===== src/rtl/wasm_mem_port_arbiter_pkg.sv =====
// Shared types for the wasm memory port arbiter.
//   mem_port_id_t      : requester index carried through the in-flight ID FIFO
//   MEM_ARB_MAX_PORTS  : upper bound on requester ports
//   arb_mode_e         : round-robin or fixed-priority arbitration
//   port_onehot        : one-hot strobe for a port index
//   next_port          : round-robin successor of a port index
package wasm_mem_port_arbiter_pkg;

    localparam int unsigned MEM_ARB_MAX_PORTS = 8;

    typedef logic [2:0] mem_port_id_t;

    typedef enum logic {
        ARB_ROUND_ROBIN = 1'b0,
        ARB_FIXED_PRIO  = 1'b1
    } arb_mode_e;

    function automatic logic [MEM_ARB_MAX_PORTS-1:0] port_onehot(input mem_port_id_t id);
        logic [MEM_ARB_MAX_PORTS-1:0] oh;
        oh     = '0;
        oh[id] = 1'b1;
        return oh;
    endfunction

    function automatic mem_port_id_t next_port(input mem_port_id_t id, input int unsigned n);
        return ({29'd0, id} == n - 32'd1) ? '0 : id + 3'd1;
    endfunction

endpackage


===== src/rtl/wasm_mem_port_arbiter_if.sv =====
// Request/response bus bundle around the memory port arbiter.
//   up_req_*   : per-port requests (fields packed, port i at [i*W +: W])
//   up_resp_*  : one-hot response strobe with shared data/trap
//   m_req_*    : single forwarded request towards wasm_memory
//   m_resp_*   : in-order response from wasm_memory
// Modports: slave = the arbiter, master = the surrounding requesters + memory.
interface wasm_mem_port_arbiter_if #(
    parameter int unsigned NUM_PORTS = 3,
    parameter int unsigned ADDR_W    = 32,
    parameter int unsigned DATA_W    = 64
);

    logic [NUM_PORTS-1:0]        up_req_valid;
    logic [NUM_PORTS-1:0]        up_req_ready;
    logic [NUM_PORTS-1:0]        up_req_we;
    logic [NUM_PORTS*ADDR_W-1:0] up_req_addr;
    logic [NUM_PORTS*DATA_W-1:0] up_req_wdata;
    logic [NUM_PORTS*2-1:0]      up_req_size;
    logic [NUM_PORTS-1:0]        up_resp_valid;
    logic [DATA_W-1:0]           up_resp_rdata;
    logic                        up_resp_trap;

    logic                        m_req_valid;
    logic                        m_req_ready;
    logic                        m_req_we;
    logic [ADDR_W-1:0]           m_req_addr;
    logic [DATA_W-1:0]           m_req_wdata;
    logic [1:0]                  m_req_size;
    logic                        m_resp_valid;
    logic [DATA_W-1:0]           m_resp_rdata;
    logic                        m_resp_trap;

    modport slave (
        input  up_req_valid, up_req_we, up_req_addr, up_req_wdata, up_req_size,
        output up_req_ready, up_resp_valid, up_resp_rdata, up_resp_trap,
        output m_req_valid, m_req_we, m_req_addr, m_req_wdata, m_req_size,
        input  m_req_ready, m_resp_valid, m_resp_rdata, m_resp_trap
    );

    modport master (
        output up_req_valid, up_req_we, up_req_addr, up_req_wdata, up_req_size,
        input  up_req_ready, up_resp_valid, up_resp_rdata, up_resp_trap,
        input  m_req_valid, m_req_we, m_req_addr, m_req_wdata, m_req_size,
        output m_req_ready, m_resp_valid, m_resp_rdata, m_resp_trap
    );

endinterface


===== src/rtl/wasm_mem_port_arbiter_id_fifo.sv =====
// wasm_id_fifo: small synchronous FIFO holding port IDs of in-flight requests.
//   clk_i, rst_ni : clock, async active-low reset (empties the FIFO)
//   push_i/data_i : enqueue (ignored when full)
//   pop_i/data_o  : dequeue head (ignored when empty); data_o shows the head
//   full_o, empty_o, count_o : occupancy, count_o in 0..DEPTH
module wasm_id_fifo #(
    parameter int unsigned WIDTH = 3,
    parameter int unsigned DEPTH = 4
) (
    input  logic                   clk_i,
    input  logic                   rst_ni,
    input  logic                   push_i,
    input  logic [WIDTH-1:0]       data_i,
    input  logic                   pop_i,
    output logic [WIDTH-1:0]       data_o,
    output logic                   full_o,
    output logic                   empty_o,
    output logic [$clog2(DEPTH):0] count_o
);

    localparam int unsigned PW = (DEPTH > 1) ? $clog2(DEPTH) : 1;
    localparam int unsigned CW = $clog2(DEPTH) + 1;

    logic [WIDTH-1:0] mem_q [DEPTH];
    logic [PW-1:0]    wr_ptr_q, wr_ptr_d;
    logic [PW-1:0]    rd_ptr_q, rd_ptr_d;
    logic [CW-1:0]    count_q, count_d;
    logic             do_push, do_pop;

    assign full_o  = (count_q == CW'(DEPTH));
    assign empty_o = (count_q == '0);
    assign do_push = push_i && !full_o;
    assign do_pop  = pop_i && !empty_o;
    assign data_o  = mem_q[rd_ptr_q];
    assign count_o = count_q;

    // Explicit wrap keeps non-power-of-two depths correct.
    function automatic logic [PW-1:0] inc_ptr(input logic [PW-1:0] p);
        return (p == PW'(DEPTH - 1)) ? '0 : p + PW'(1);
    endfunction

    always_comb begin
        wr_ptr_d = wr_ptr_q;
        rd_ptr_d = rd_ptr_q;
        count_d  = count_q;
        if (do_push) wr_ptr_d = inc_ptr(wr_ptr_q);
        if (do_pop)  rd_ptr_d = inc_ptr(rd_ptr_q);
        case ({do_push, do_pop})
            2'b10:   count_d = count_q + CW'(1);
            2'b01:   count_d = count_q - CW'(1);
            default: count_d = count_q;
        endcase
    end

    always_ff @(posedge clk_i or negedge rst_ni) begin
        if (!rst_ni) begin
            wr_ptr_q <= '0;
            rd_ptr_q <= '0;
            count_q  <= '0;
        end else begin
            wr_ptr_q <= wr_ptr_d;
            rd_ptr_q <= rd_ptr_d;
            count_q  <= count_d;
        end
    end

    // Storage needs no reset: only entries below count are ever read as valid.
    always_ff @(posedge clk_i) begin
        if (do_push) mem_q[wr_ptr_q] <= data_i;
    end

endmodule


===== src/rtl/wasm_mem_port_arbiter.sv =====
// wasm_mem_port_arbiter: shares one wasm_memory request/response bus among
// NUM_PORTS requesters with up to MAX_OUTSTANDING in-order requests in flight.
//   clk, rst_n     : clock, async active-low reset
//   bus (slave)    : up_req_* / up_resp_* requester side, m_req_* / m_resp_* memory side
//   outstanding_o  : number of requests in flight (0..MAX_OUTSTANDING)
//   err_orphan_o   : sticky, a response arrived with nothing in flight
module wasm_mem_port_arbiter
    import wasm_mem_port_arbiter_pkg::*;
#(
    parameter int unsigned NUM_PORTS       = 3,
    parameter int unsigned ADDR_W          = 32,
    parameter int unsigned DATA_W          = 64,
    parameter int unsigned MAX_OUTSTANDING = 4,
    parameter int unsigned FIXED_PRIO      = 0
) (
    input  logic                             clk,
    input  logic                             rst_n,
    wasm_mem_port_arbiter_if.slave           bus,
    output logic [$clog2(MAX_OUTSTANDING):0] outstanding_o,
    output logic                             err_orphan_o
);

    localparam arb_mode_e ARB_MODE = (FIXED_PRIO != 0) ? ARB_FIXED_PRIO : ARB_ROUND_ROBIN;

    mem_port_id_t rr_ptr_q, rr_ptr_d;
    logic         hold_q, hold_d;
    mem_port_id_t hold_id_q, hold_id_d;
    logic         err_orphan_q, err_orphan_d;

    mem_port_id_t grant;
    logic         found;
    int unsigned  rr_idx;
    logic         any_valid, can_issue, req_valid, issue, resp_fire;

    logic                         fifo_full, fifo_empty;
    mem_port_id_t                 fifo_head;
    logic [$clog2(MAX_OUTSTANDING):0] fifo_count;

    // Per-port fields padded to MEM_ARB_MAX_PORTS so a 3-bit grant indexes cleanly.
    logic [MEM_ARB_MAX_PORTS-1:0] valid_ext;
    logic                         we_a    [MEM_ARB_MAX_PORTS];
    logic [ADDR_W-1:0]            addr_a  [MEM_ARB_MAX_PORTS];
    logic [DATA_W-1:0]            wdata_a [MEM_ARB_MAX_PORTS];
    logic [1:0]                   size_a  [MEM_ARB_MAX_PORTS];

    assign valid_ext = MEM_ARB_MAX_PORTS'(bus.up_req_valid);

    for (genvar g = 0; g < MEM_ARB_MAX_PORTS; g++) begin : g_unpack
        if (g < NUM_PORTS) begin : g_live
            assign we_a[g]    = bus.up_req_we[g];
            assign addr_a[g]  = bus.up_req_addr[g*ADDR_W +: ADDR_W];
            assign wdata_a[g] = bus.up_req_wdata[g*DATA_W +: DATA_W];
            assign size_a[g]  = bus.up_req_size[g*2 +: 2];
        end else begin : g_pad
            assign we_a[g]    = 1'b0;
            assign addr_a[g]  = '0;
            assign wdata_a[g] = '0;
            assign size_a[g]  = '0;
        end
    end

    // Grant: a port left waiting by a stalled memory keeps the grant; otherwise
    // fixed priority (lowest index) or first valid at/after rr_ptr, wrapping.
    always_comb begin
        grant  = '0;
        found  = 1'b0;
        rr_idx = '0;
        if (hold_q && valid_ext[hold_id_q]) begin
            grant = hold_id_q;
            found = 1'b1;
        end else if (ARB_MODE == ARB_FIXED_PRIO) begin
            for (int unsigned i = 0; i < NUM_PORTS; i++) begin
                if (!found && valid_ext[mem_port_id_t'(i)]) begin
                    grant = mem_port_id_t'(i);
                    found = 1'b1;
                end
            end
        end else begin
            for (int unsigned off = 0; off < NUM_PORTS; off++) begin
                rr_idx = {29'd0, rr_ptr_q} + off;
                if (rr_idx >= NUM_PORTS) rr_idx = rr_idx - NUM_PORTS;
                if (!found && valid_ext[mem_port_id_t'(rr_idx)]) begin
                    grant = mem_port_id_t'(rr_idx);
                    found = 1'b1;
                end
            end
        end
    end

    // Issue depends only on registered occupancy, so a same-cycle response
    // never frees a slot combinationally.
    assign any_valid = |bus.up_req_valid;
    assign can_issue = !fifo_full;
    assign req_valid = rst_n && any_valid && can_issue;
    assign issue     = req_valid && bus.m_req_ready;
    assign resp_fire = bus.m_resp_valid && !fifo_empty;

    assign bus.m_req_valid   = req_valid;
    assign bus.m_req_we      = rst_n ? we_a[grant]    : 1'b0;
    assign bus.m_req_addr    = rst_n ? addr_a[grant]  : '0;
    assign bus.m_req_wdata   = rst_n ? wdata_a[grant] : '0;
    assign bus.m_req_size    = rst_n ? size_a[grant]  : '0;
    assign bus.up_req_ready  = issue ? NUM_PORTS'(port_onehot(grant)) : '0;

    assign bus.up_resp_valid = resp_fire ? NUM_PORTS'(port_onehot(fifo_head)) : '0;
    assign bus.up_resp_rdata = rst_n ? bus.m_resp_rdata : '0;
    assign bus.up_resp_trap  = resp_fire && bus.m_resp_trap;

    assign outstanding_o = fifo_count;
    assign err_orphan_o  = err_orphan_q;

    wasm_id_fifo #(
        .WIDTH ($bits(mem_port_id_t)),
        .DEPTH (MAX_OUTSTANDING)
    ) u_id_fifo (
        .clk_i   (clk),
        .rst_ni  (rst_n),
        .push_i  (issue),
        .data_i  (grant),
        .pop_i   (bus.m_resp_valid),
        .data_o  (fifo_head),
        .full_o  (fifo_full),
        .empty_o (fifo_empty),
        .count_o (fifo_count)
    );

    always_comb begin
        rr_ptr_d     = rr_ptr_q;
        hold_d       = req_valid && !bus.m_req_ready;
        hold_id_d    = grant;
        err_orphan_d = err_orphan_q || (bus.m_resp_valid && fifo_empty);
        if (issue && (ARB_MODE == ARB_ROUND_ROBIN)) rr_ptr_d = next_port(grant, NUM_PORTS);
    end

    always_ff @(posedge clk or negedge rst_n) begin
        if (!rst_n) begin
            rr_ptr_q     <= '0;
            hold_q       <= 1'b0;
            hold_id_q    <= '0;
            err_orphan_q <= 1'b0;
        end else begin
            rr_ptr_q     <= rr_ptr_d;
            hold_q       <= hold_d;
            hold_id_q    <= hold_id_d;
            err_orphan_q <= err_orphan_d;
        end
    end

endmodule


===== src/flat_wrapper.sv =====
// flat-port wrapper written by rule: the top's interface ports become plain ports
module wasm_mem_port_arbiter_flat import wasm_mem_port_arbiter_pkg::*;
#(
    parameter int unsigned NUM_PORTS       = 3,
    parameter int unsigned ADDR_W          = 32,
    parameter int unsigned DATA_W          = 64,
    parameter int unsigned MAX_OUTSTANDING = 4,
    parameter int unsigned FIXED_PRIO      = 0
)
  (clk, rst_n, outstanding_o, err_orphan_o, bus_up_req_valid, bus_up_req_we, bus_up_req_addr, bus_up_req_wdata, bus_up_req_size, bus_up_req_ready, bus_up_resp_valid, bus_up_resp_rdata, bus_up_resp_trap, bus_m_req_valid, bus_m_req_we, bus_m_req_addr, bus_m_req_wdata, bus_m_req_size, bus_m_req_ready, bus_m_resp_valid, bus_m_resp_rdata, bus_m_resp_trap);
  wasm_mem_port_arbiter_if #(.NUM_PORTS(NUM_PORTS), .ADDR_W(ADDR_W), .DATA_W(DATA_W)) bus_i ();
  input  logic clk;
  input  logic rst_n;
  output logic [$clog2(MAX_OUTSTANDING):0] outstanding_o;
  output logic err_orphan_o;
  input wire logic [$bits(bus_i.up_req_valid)-1:0] bus_up_req_valid;
  input wire logic [$bits(bus_i.up_req_we)-1:0] bus_up_req_we;
  input wire logic [$bits(bus_i.up_req_addr)-1:0] bus_up_req_addr;
  input wire logic [$bits(bus_i.up_req_wdata)-1:0] bus_up_req_wdata;
  input wire logic [$bits(bus_i.up_req_size)-1:0] bus_up_req_size;
  output wire logic [$bits(bus_i.up_req_ready)-1:0] bus_up_req_ready;
  output wire logic [$bits(bus_i.up_resp_valid)-1:0] bus_up_resp_valid;
  output wire logic [$bits(bus_i.up_resp_rdata)-1:0] bus_up_resp_rdata;
  output wire logic [$bits(bus_i.up_resp_trap)-1:0] bus_up_resp_trap;
  output wire logic [$bits(bus_i.m_req_valid)-1:0] bus_m_req_valid;
  output wire logic [$bits(bus_i.m_req_we)-1:0] bus_m_req_we;
  output wire logic [$bits(bus_i.m_req_addr)-1:0] bus_m_req_addr;
  output wire logic [$bits(bus_i.m_req_wdata)-1:0] bus_m_req_wdata;
  output wire logic [$bits(bus_i.m_req_size)-1:0] bus_m_req_size;
  input wire logic [$bits(bus_i.m_req_ready)-1:0] bus_m_req_ready;
  input wire logic [$bits(bus_i.m_resp_valid)-1:0] bus_m_resp_valid;
  input wire logic [$bits(bus_i.m_resp_rdata)-1:0] bus_m_resp_rdata;
  input wire logic [$bits(bus_i.m_resp_trap)-1:0] bus_m_resp_trap;
  assign bus_i.up_req_valid = bus_up_req_valid;
  assign bus_i.up_req_we = bus_up_req_we;
  assign bus_i.up_req_addr = bus_up_req_addr;
  assign bus_i.up_req_wdata = bus_up_req_wdata;
  assign bus_i.up_req_size = bus_up_req_size;
  assign bus_up_req_ready = bus_i.up_req_ready;
  assign bus_up_resp_valid = bus_i.up_resp_valid;
  assign bus_up_resp_rdata = bus_i.up_resp_rdata;
  assign bus_up_resp_trap = bus_i.up_resp_trap;
  assign bus_m_req_valid = bus_i.m_req_valid;
  assign bus_m_req_we = bus_i.m_req_we;
  assign bus_m_req_addr = bus_i.m_req_addr;
  assign bus_m_req_wdata = bus_i.m_req_wdata;
  assign bus_m_req_size = bus_i.m_req_size;
  assign bus_i.m_req_ready = bus_m_req_ready;
  assign bus_i.m_resp_valid = bus_m_resp_valid;
  assign bus_i.m_resp_rdata = bus_m_resp_rdata;
  assign bus_i.m_resp_trap = bus_m_resp_trap;
  wasm_mem_port_arbiter #(.NUM_PORTS(NUM_PORTS), .ADDR_W(ADDR_W), .DATA_W(DATA_W), .MAX_OUTSTANDING(MAX_OUTSTANDING), .FIXED_PRIO(FIXED_PRIO)) u_core (.clk(clk), .rst_n(rst_n), .bus(bus_i), .outstanding_o(outstanding_o), .err_orphan_o(err_orphan_o));
endmodule

===== config.mk =====
export PLATFORM = sky130hd
export DESIGN_NAME = wasm_mem_port_arbiter_flat
export DESIGN_NICKNAME = d
export VERILOG_FILES = /design/src/rtl/wasm_mem_port_arbiter_pkg.sv /design/src/rtl/wasm_mem_port_arbiter_if.sv /design/src/rtl/wasm_mem_port_arbiter_id_fifo.sv /design/src/rtl/wasm_mem_port_arbiter.sv /design/src/flat_wrapper.sv
export SDC_FILE = /design/constraint.sdc
export NUM_CORES = 1
export LEC_CHECK = 0
export ABC_AREA = 1
export CAP_MARGIN = 0
export CORE_AREA = 2 2 214 216
export CTS_CLUSTER_SIZE = 12
export DETAILED_ROUTE_END_ITERATION = 12
export DIE_AREA = 0 0 216 218
export GPL_TIMING_DRIVEN = 1
export PLACE_DENSITY = 0.41
export SYNTH_ARGS = -nofsm -noshare
export SYNTH_HDL_FRONTEND = slang
export SYNTH_SLANG_ARGS = --single-unit
export TNS_END_PERCENT = 10

===== constraint.sdc =====
create_clock -name clk -period 3.3 [get_ports clk]
set_clock_uncertainty 0.1 [all_clocks]
set_input_delay 0.66 -clock clk [delete_from_list [all_inputs] [get_ports clk]]
set_output_delay 0.66 -clock clk [all_outputs]
set_load 0.1 [all_outputs]

-- Yosys cells after proc, flatten, opt, wreduce, memory -nomap -nowiden
Memory sizes are Yosys's and may differ from the RTL's.
Index checks and enable logic that the tools add are counted.
- bits in writable memories: 12
- memories kept: 1
- output and inout bits: 175
- bits in latches: 0
- ROM bits: 0
- register bits after elaboration: 15
- logic and storage cells: 110
- input port bits: 369
- bitwise operators: 1
- add/subtract/negate cells: 10
- divide/modulo/power cells: 0
- $lt $le $gt $ge: 12
- equal/unequal tests: 6
- mux-type cells: 51
- multiply operators: 0
- shifts and indexed selects: 0
- reduce and logical (&&, ||, !) cells: 22
- memory list (name ; depth ; width ; read ports ; clocked after memory_dff ; write ports ; line ; text):
    u_core.u_id_fifo.mem_q ; 4 ; 3 ; 1 ; 0 ; 1 ; wasm_mem_port_arbiter_id_fifo.sv:24 ; logic [WIDTH-1:0] mem_q [DEPTH];
- operators with widths (cell ; count):
    64-bit two-way mux ; 4
    64-bit binary-select mux with 3-bit select ; 1
    32-bit binary-select mux with 3-bit select ; 1
    32-bit two-way mux ; 3
    3-bit two-way mux ; 13
    3-bit by 4-bit < comparator with 1-bit output, second input constant ; 6
    1-bit binary-select mux with 3-bit select ; 5
    1-bit two-way mux ; 15
    1-bit logical AND ; 13
    2-bit two-way mux ; 5
    3-bit by 2-bit subtractor with 3-bit output, second input constant ; 3
    4-bit by 2-bit >= comparator with 1-bit output, second input constant ; 2
    3-bit by 1-bit adder with 3-bit output, second input constant ; 2
    2-bit binary-select mux with 3-bit select ; 1
    1-bit demux with 3-bit select ; 2
    2-bit equality test, second input constant ; 3
    3-bit by 1-bit >= comparator with 1-bit output, second input constant ; 2
    3-bit case mux with 2 select lines ; 1
    1-bit logical NOT ; 5
    2-bit by 1-bit adder with 2-bit output, second input constant ; 2
    3-bit by 1-bit adder with 4-bit output, second input constant ; 1
    3-bit by 2-bit adder with 4-bit output, second input constant ; 1
    4-bit >= comparator, second input constant ; 1
    3-bit inverter with 4-bit output ; 1
    other kinds (9) ; 9

-- Logic depth before layout (Yosys ltp)
- word-level depth: 21
- gate-level depth with buffers: 19
- mapped depth without buffers: 18

-- Hierarchy
Synthesis repeated with hierarchy kept, for this count alone.
- cells, all modules: 1131
- area total of the unflattened synthesis: 5883.1 µm²
- by module, submodules not included (module ; cells an instance ; area an instance (µm²) ; times used):
    wasm_mem_port_arbiter ; 1036 ; 4918.5 ; 1
    wasm_id_fifo ; 95 ; 964.7 ; 1

-- Worst setup path before layout
No wires, ideal clock.
- path kind: register to output
- start: reg u_core.u_id_fifo.count_q[1], in the netlist u_core.u_id_fifo.count_o[1]
- end: out bus_up_req_ready[0]
- path buffers: 0
- slack: -2.873 ns
- arrival time: 5.413 ns
- cell stages (with the launch flop): 7
- path through: dfrtp_1 > nor3_1 > nor3_1 > nand2_1 > inv_1 > nand2_1 > nor2_1
- word-level cells in the longest chain between the ends: 5
- RTL lines (what ; line ; text):
    start: declaration ; wasm_mem_port_arbiter_id_fifo.sv:27 ; logic [CW-1:0] count_q, count_d;
    start signal: assignment ; wasm_mem_port_arbiter_id_fifo.sv:63 ; count_q <= count_d;
    3-bit equality test ; wasm_mem_port_arbiter_id_fifo.sv:30 ; assign full_o = (count_q == CW'(DEPTH));
    1-bit logical NOT ; wasm_mem_port_arbiter.sv:93 ; assign can_issue = !fifo_full;
    1-bit logical AND ; wasm_mem_port_arbiter.sv:94 ; assign req_valid = rst_n && any_valid && can_issue;
    via bus_m_req_valid ; flat_wrapper.sv:25 ; output wire logic [$bits(bus_i.m_req_valid)-1:0] bus_m_req_valid;
    1-bit logical AND ; wasm_mem_port_arbiter.sv:95 ; assign issue = req_valid && bus.m_req_ready;
    3-bit two-way mux ; wasm_mem_port_arbiter.sv:103 ; assign bus.up_req_ready = issue ? NUM_PORTS'(port_onehot(grant)) : '0;
    end: declaration ; flat_wrapper.sv:21 ; output wire logic [$bits(bus_i.up_req_ready)-1:0] bus_up_req_ready;
The timed path passes the listed nets, and every way through them passes these cells.

-- Final worst setup path
- start: reg u_core.rr_ptr_q[0]
- end: out bus_m_req_wdata[13]
- word-level cells in the longest chain between the ends: 20
- elaborated cells on any way between the ends: 37
- classes of those cells: 5 x add/sub; 3 x order compare; 24 x mux; 1 x bitwise; 4 x reduce/logical
- RTL lines (what ; line ; text):
    start: declaration ; wasm_mem_port_arbiter.sv:25 ; mem_port_id_t rr_ptr_q, rr_ptr_d;
    start signal: assignment ; wasm_mem_port_arbiter.sv:142 ; rr_ptr_q <= rr_ptr_d;
    parallel branches: the longest is 13 deep, another holds 3-bit by 1-bit adder with 4-bit output ; -- ;
    3-bit two-way mux * ; wasm_mem_port_arbiter.sv:82 ; if (!found && valid_ext[mem_port_id_t'(rr_idx)]) begin
    3-bit two-way mux * ; wasm_mem_port_arbiter.sv:68 ; if (hold_q && valid_ext[hold_id_q]) begin
    3-bit inverter with 4-bit output (not written as such) * ; wasm_mem_port_arbiter.sv:101 ; assign bus.m_req_wdata = rst_n ? wdata_a[grant] : '0;
    64-bit binary-select mux with 3-bit select * ; wasm_mem_port_arbiter.sv:101 ;
    64-bit two-way mux (not written as such) * (2 in series) ; wasm_mem_port_arbiter.sv:101 ;
    64-bit two-way mux * ; wasm_mem_port_arbiter.sv:101 ;
    end: declaration ; flat_wrapper.sv:28 ; output wire logic [$bits(bus_i.m_req_wdata)-1:0] bus_m_req_wdata;
Mark *: on every way between the ends. The select of a mux whose other input is x is not followed.

==> results.json <==
{
  "crit_type": "flip-flop to output pin",
  "arrival_ns": 3.15,
  "pre_cts_ws_ns": -0.617,
  "core_area_um2": 44900,
  "period_needed_ns": 3.91,
  "grt_overflow": 0,
  "start_kind": "flip-flop",
  "syn2layout_area_growth_pct": 174,
  "setup_violations": 102,
  "critical_path.max_fanout": 5,
  "cp_data_required_time_ns": 2.54,
  "postSynthAreaPerCell_um2": 5.11,
  "dp_hpwl_um": 30300,
  "grt_usage_pct": 15.5,
  "vias_per_cell": 3.96,
  "synth_area_leaders": "nand3_1 (28%), inv_1 (19%), nand2_1 (14%)",
  "slew_violations": 0,
  "vias": 9047,
  "synth_area_um2": 5670,
  "die_h_um": 218,
  "first_pass_iters": 5,
  "yosysSeqAreaShare_pct": 13.0,
  "drv_cap": 0,
  "htreeDepth": 1,
  "io_buffers": 543,
  "grt_max_degree": 80,
  "grt_pass1_vias": 9158,
  "final_cells": 2285,
  "synth_edf_count": 12,
  "finalCritPeriodShare_pct": 118,
  "drive_above_1_share_pct": 28.8,
  "setup_tns_ns": -54.39,
  "io_pins": 544,
  "rsz0062_at_grt": "true",
  "hold_ws_ns": 0.357,
  "worstSetupEndpointType": "output pin",
  "die_area_um2": 47100,
  "ys_types": 34,
  "path_clk_slew_ns": 0.06,
  "clock_sinks": 27,
  "synthArstFlopShare_pct": 55.6,
  "clockBufferDepth": 2,
  "synth-main-ff-cell": "dfrtp_1",
  "synth_top_area_cell": "nand3_1",
  "hold_violations": 0,
  "setup_ws_ns": -0.609,
  "status": "finished, violations left",
  "drc_errors": 0,
  "cp-startpoint": "u_core.rr_ptr_q[0]",
  "routed_wl_um": 40200,
  "ys_ff_latch": 27,
  "gp_congestion": 0.864,
  "yosysMostFrequentCell": "nand3_1",
  "clk_latency_ns": 0.26,
  "dp.cells": 2255,
  "num_rows": 78,
  "antenna_violating_nets_post_route": 0,
  "clock.fmax_mhz": 256,
  "synth_top_area_share_pct": 27.7,
  "start_util_pct": 12.6,
  "fin_nets": 2069,
  "antenna_found_initial": 1,
  "drt_iter0_drc": 373,
  "synthTopCellsByCount": "nand3_1 (314), inv_1 (290), nand2_1 (210), a21oi_1 (103), clkbuf_1 (38)",
  "yosys_warnings": 0,
  "violations": "setup timing",
  "cts_tree": "built",
  "rr_startpoint": "u_core.rr_ptr_q[0]",
  "routedWlPerCell_um": 17.6,
  "die_w_um": 216,
  "synth_cells": 1108,
  "worst_hold_path_type": "input pin to asynchronous set/reset pin",
  "cts_buffers": 3,
  "root_buffer": "clkbuf_16",
  "grt_pass1_wl_um": 56700
}
-- logic make-up (layout without fill, tap and decap cells) --
group	count (synthesis)	after routing	share of synthesized area [%]
flops	27	27	13.0
other cells	1	6	0.0662
xor+xnor	3	3	0.464
simple gates	566	567	45.2
buf+inv	373	944	26.4
fa+ha+maj	15	15	3.45
compound gates	123	123	11.5
-- critical path, cell delays in order (launching register included) --
cell and delay [ns]:
dfrtp_2 0.44, ha_4 0.18, ha_4 0.28, inv_2 0.04
nor2_4 0.11, nand2_2 0.08, nand3_1 0.09, nand2_1 0.07
nor2_2 0.16, nor2_4 0.05, nand2_2 0.06, nor2_2 0.04
nor2_2 0.15, nand3_4 0.16, nand2_8 0.22, buf_12 0.13
buf_12 0.10, nand3_1 0.09, a21oi_2 0.12, buf_4 0.15
buf_12 0.17
-- per-layer routing --
metal  part of all wire, %  vias to the layer above  global-route usage (%)  routed length, um
met5                     0                        -                       0                  0
met4                   1.7                        0                    3.13                700
met3                   5.1                       34                    2.22               2050
met2                    52                      288                    28.6              21100
met1                    41                     4129                    19.1              16400
li1                      -                     4596                       -                  -
-- per-stage QoR --
step / instance area, um2 / util, %
6_report: 15500 / 34.5
4_1_cts: 14900 / 33.1
5_1_grt: 15500 / 34.5
3_5_place_dp: 14100 / 31.4
2_1_floorplan: 5810 / -
3_3_place_gp: 14100 / 31.4
-- cell usage in the layout (no fill, tap or decap), drive strengths merged --
cell type,instances
a21boi,1
a21oi,103
a31oi,1
a32o,1
buf,273
bufbuf,1
clkbuf,8
clkdlybuf4s50,367
clkinv,3
clkinvlp,1
conb,5
dfrtp,15
diode,1
edfxtp,12
fa,1
ha,14
inv,291
nand2,215
nand3,315
nand4,2
nor2,27
nor3,4
nor3b,2
nor4,1
o21ai,12
o21bai,1
o221ai,1
o22ai,2
o311ai,1
or2,1
xnor2,2
xor2,1
-- final timing paths --
path	cells after the start	to	slack (ns)
worst min register to register	1	u_core.err_orphan_o	0.39
min in group clk	1	u_core.err_orphan_o	0.39
max in group asynchronous	2	u_core.u_id_fifo.count_o[2]	2.45
worst max-delay path	20	bus_m_req_wdata[13]	-0.61
worst min-delay path	2	u_core.u_id_fifo.count_o[1]	0.36
worst max register to register	19	u_core.hold_id_q[1]	0.33
-- registers in the layout, summed over array words and instances, names as in the netlist --
| signal | cells |
|---|---|
| u_core.err_orphan_o | 1 |
| u_core.u_id_fifo.count_o | 3 |
| u_core.u_id_fifo.wr_ptr_q | 2 |
| u_core.hold_q | 1 |
| u_core.rr_ptr_q | 3 |
| u_core.hold_id_q | 3 |
| u_core.u_id_fifo.mem_q | 12 |
| u_core.u_id_fifo.rd_ptr_q | 2 |
-- layout make-up --
| class | instances | area [um2] |
|---|---|---|
| fillers | 4801 | 29400 |
| repair buffers | 646 | 8450 |
| multi-input cells | 713 | 4330 |
| inverters | 293 | 1130 |
| well taps | 600 | 751 |
| flip-flops and latches | 27 | 749 |
| clock buffers | 3 | 75.1 |
| repair inverters | 1 | 16.3 |
| clock inverters | 1 | 5.00 |
| diodes | 1 | 2.50 |
-- repair_timing --
action | CTS | global route
resized for setup | 110 | 103
cloned | 7 | 8
endpoints found under the setup margin | 102 | 102
pin swaps | 21 | 50
endpoints found under the hold margin | 0 | 0
buffers inserted | 5 | 7
hold buffers | 0 | 0
Power is left out: the tool's default activity adds up to more than one toggle a clock period on the data nets, which glitch-free logic cannot reach.
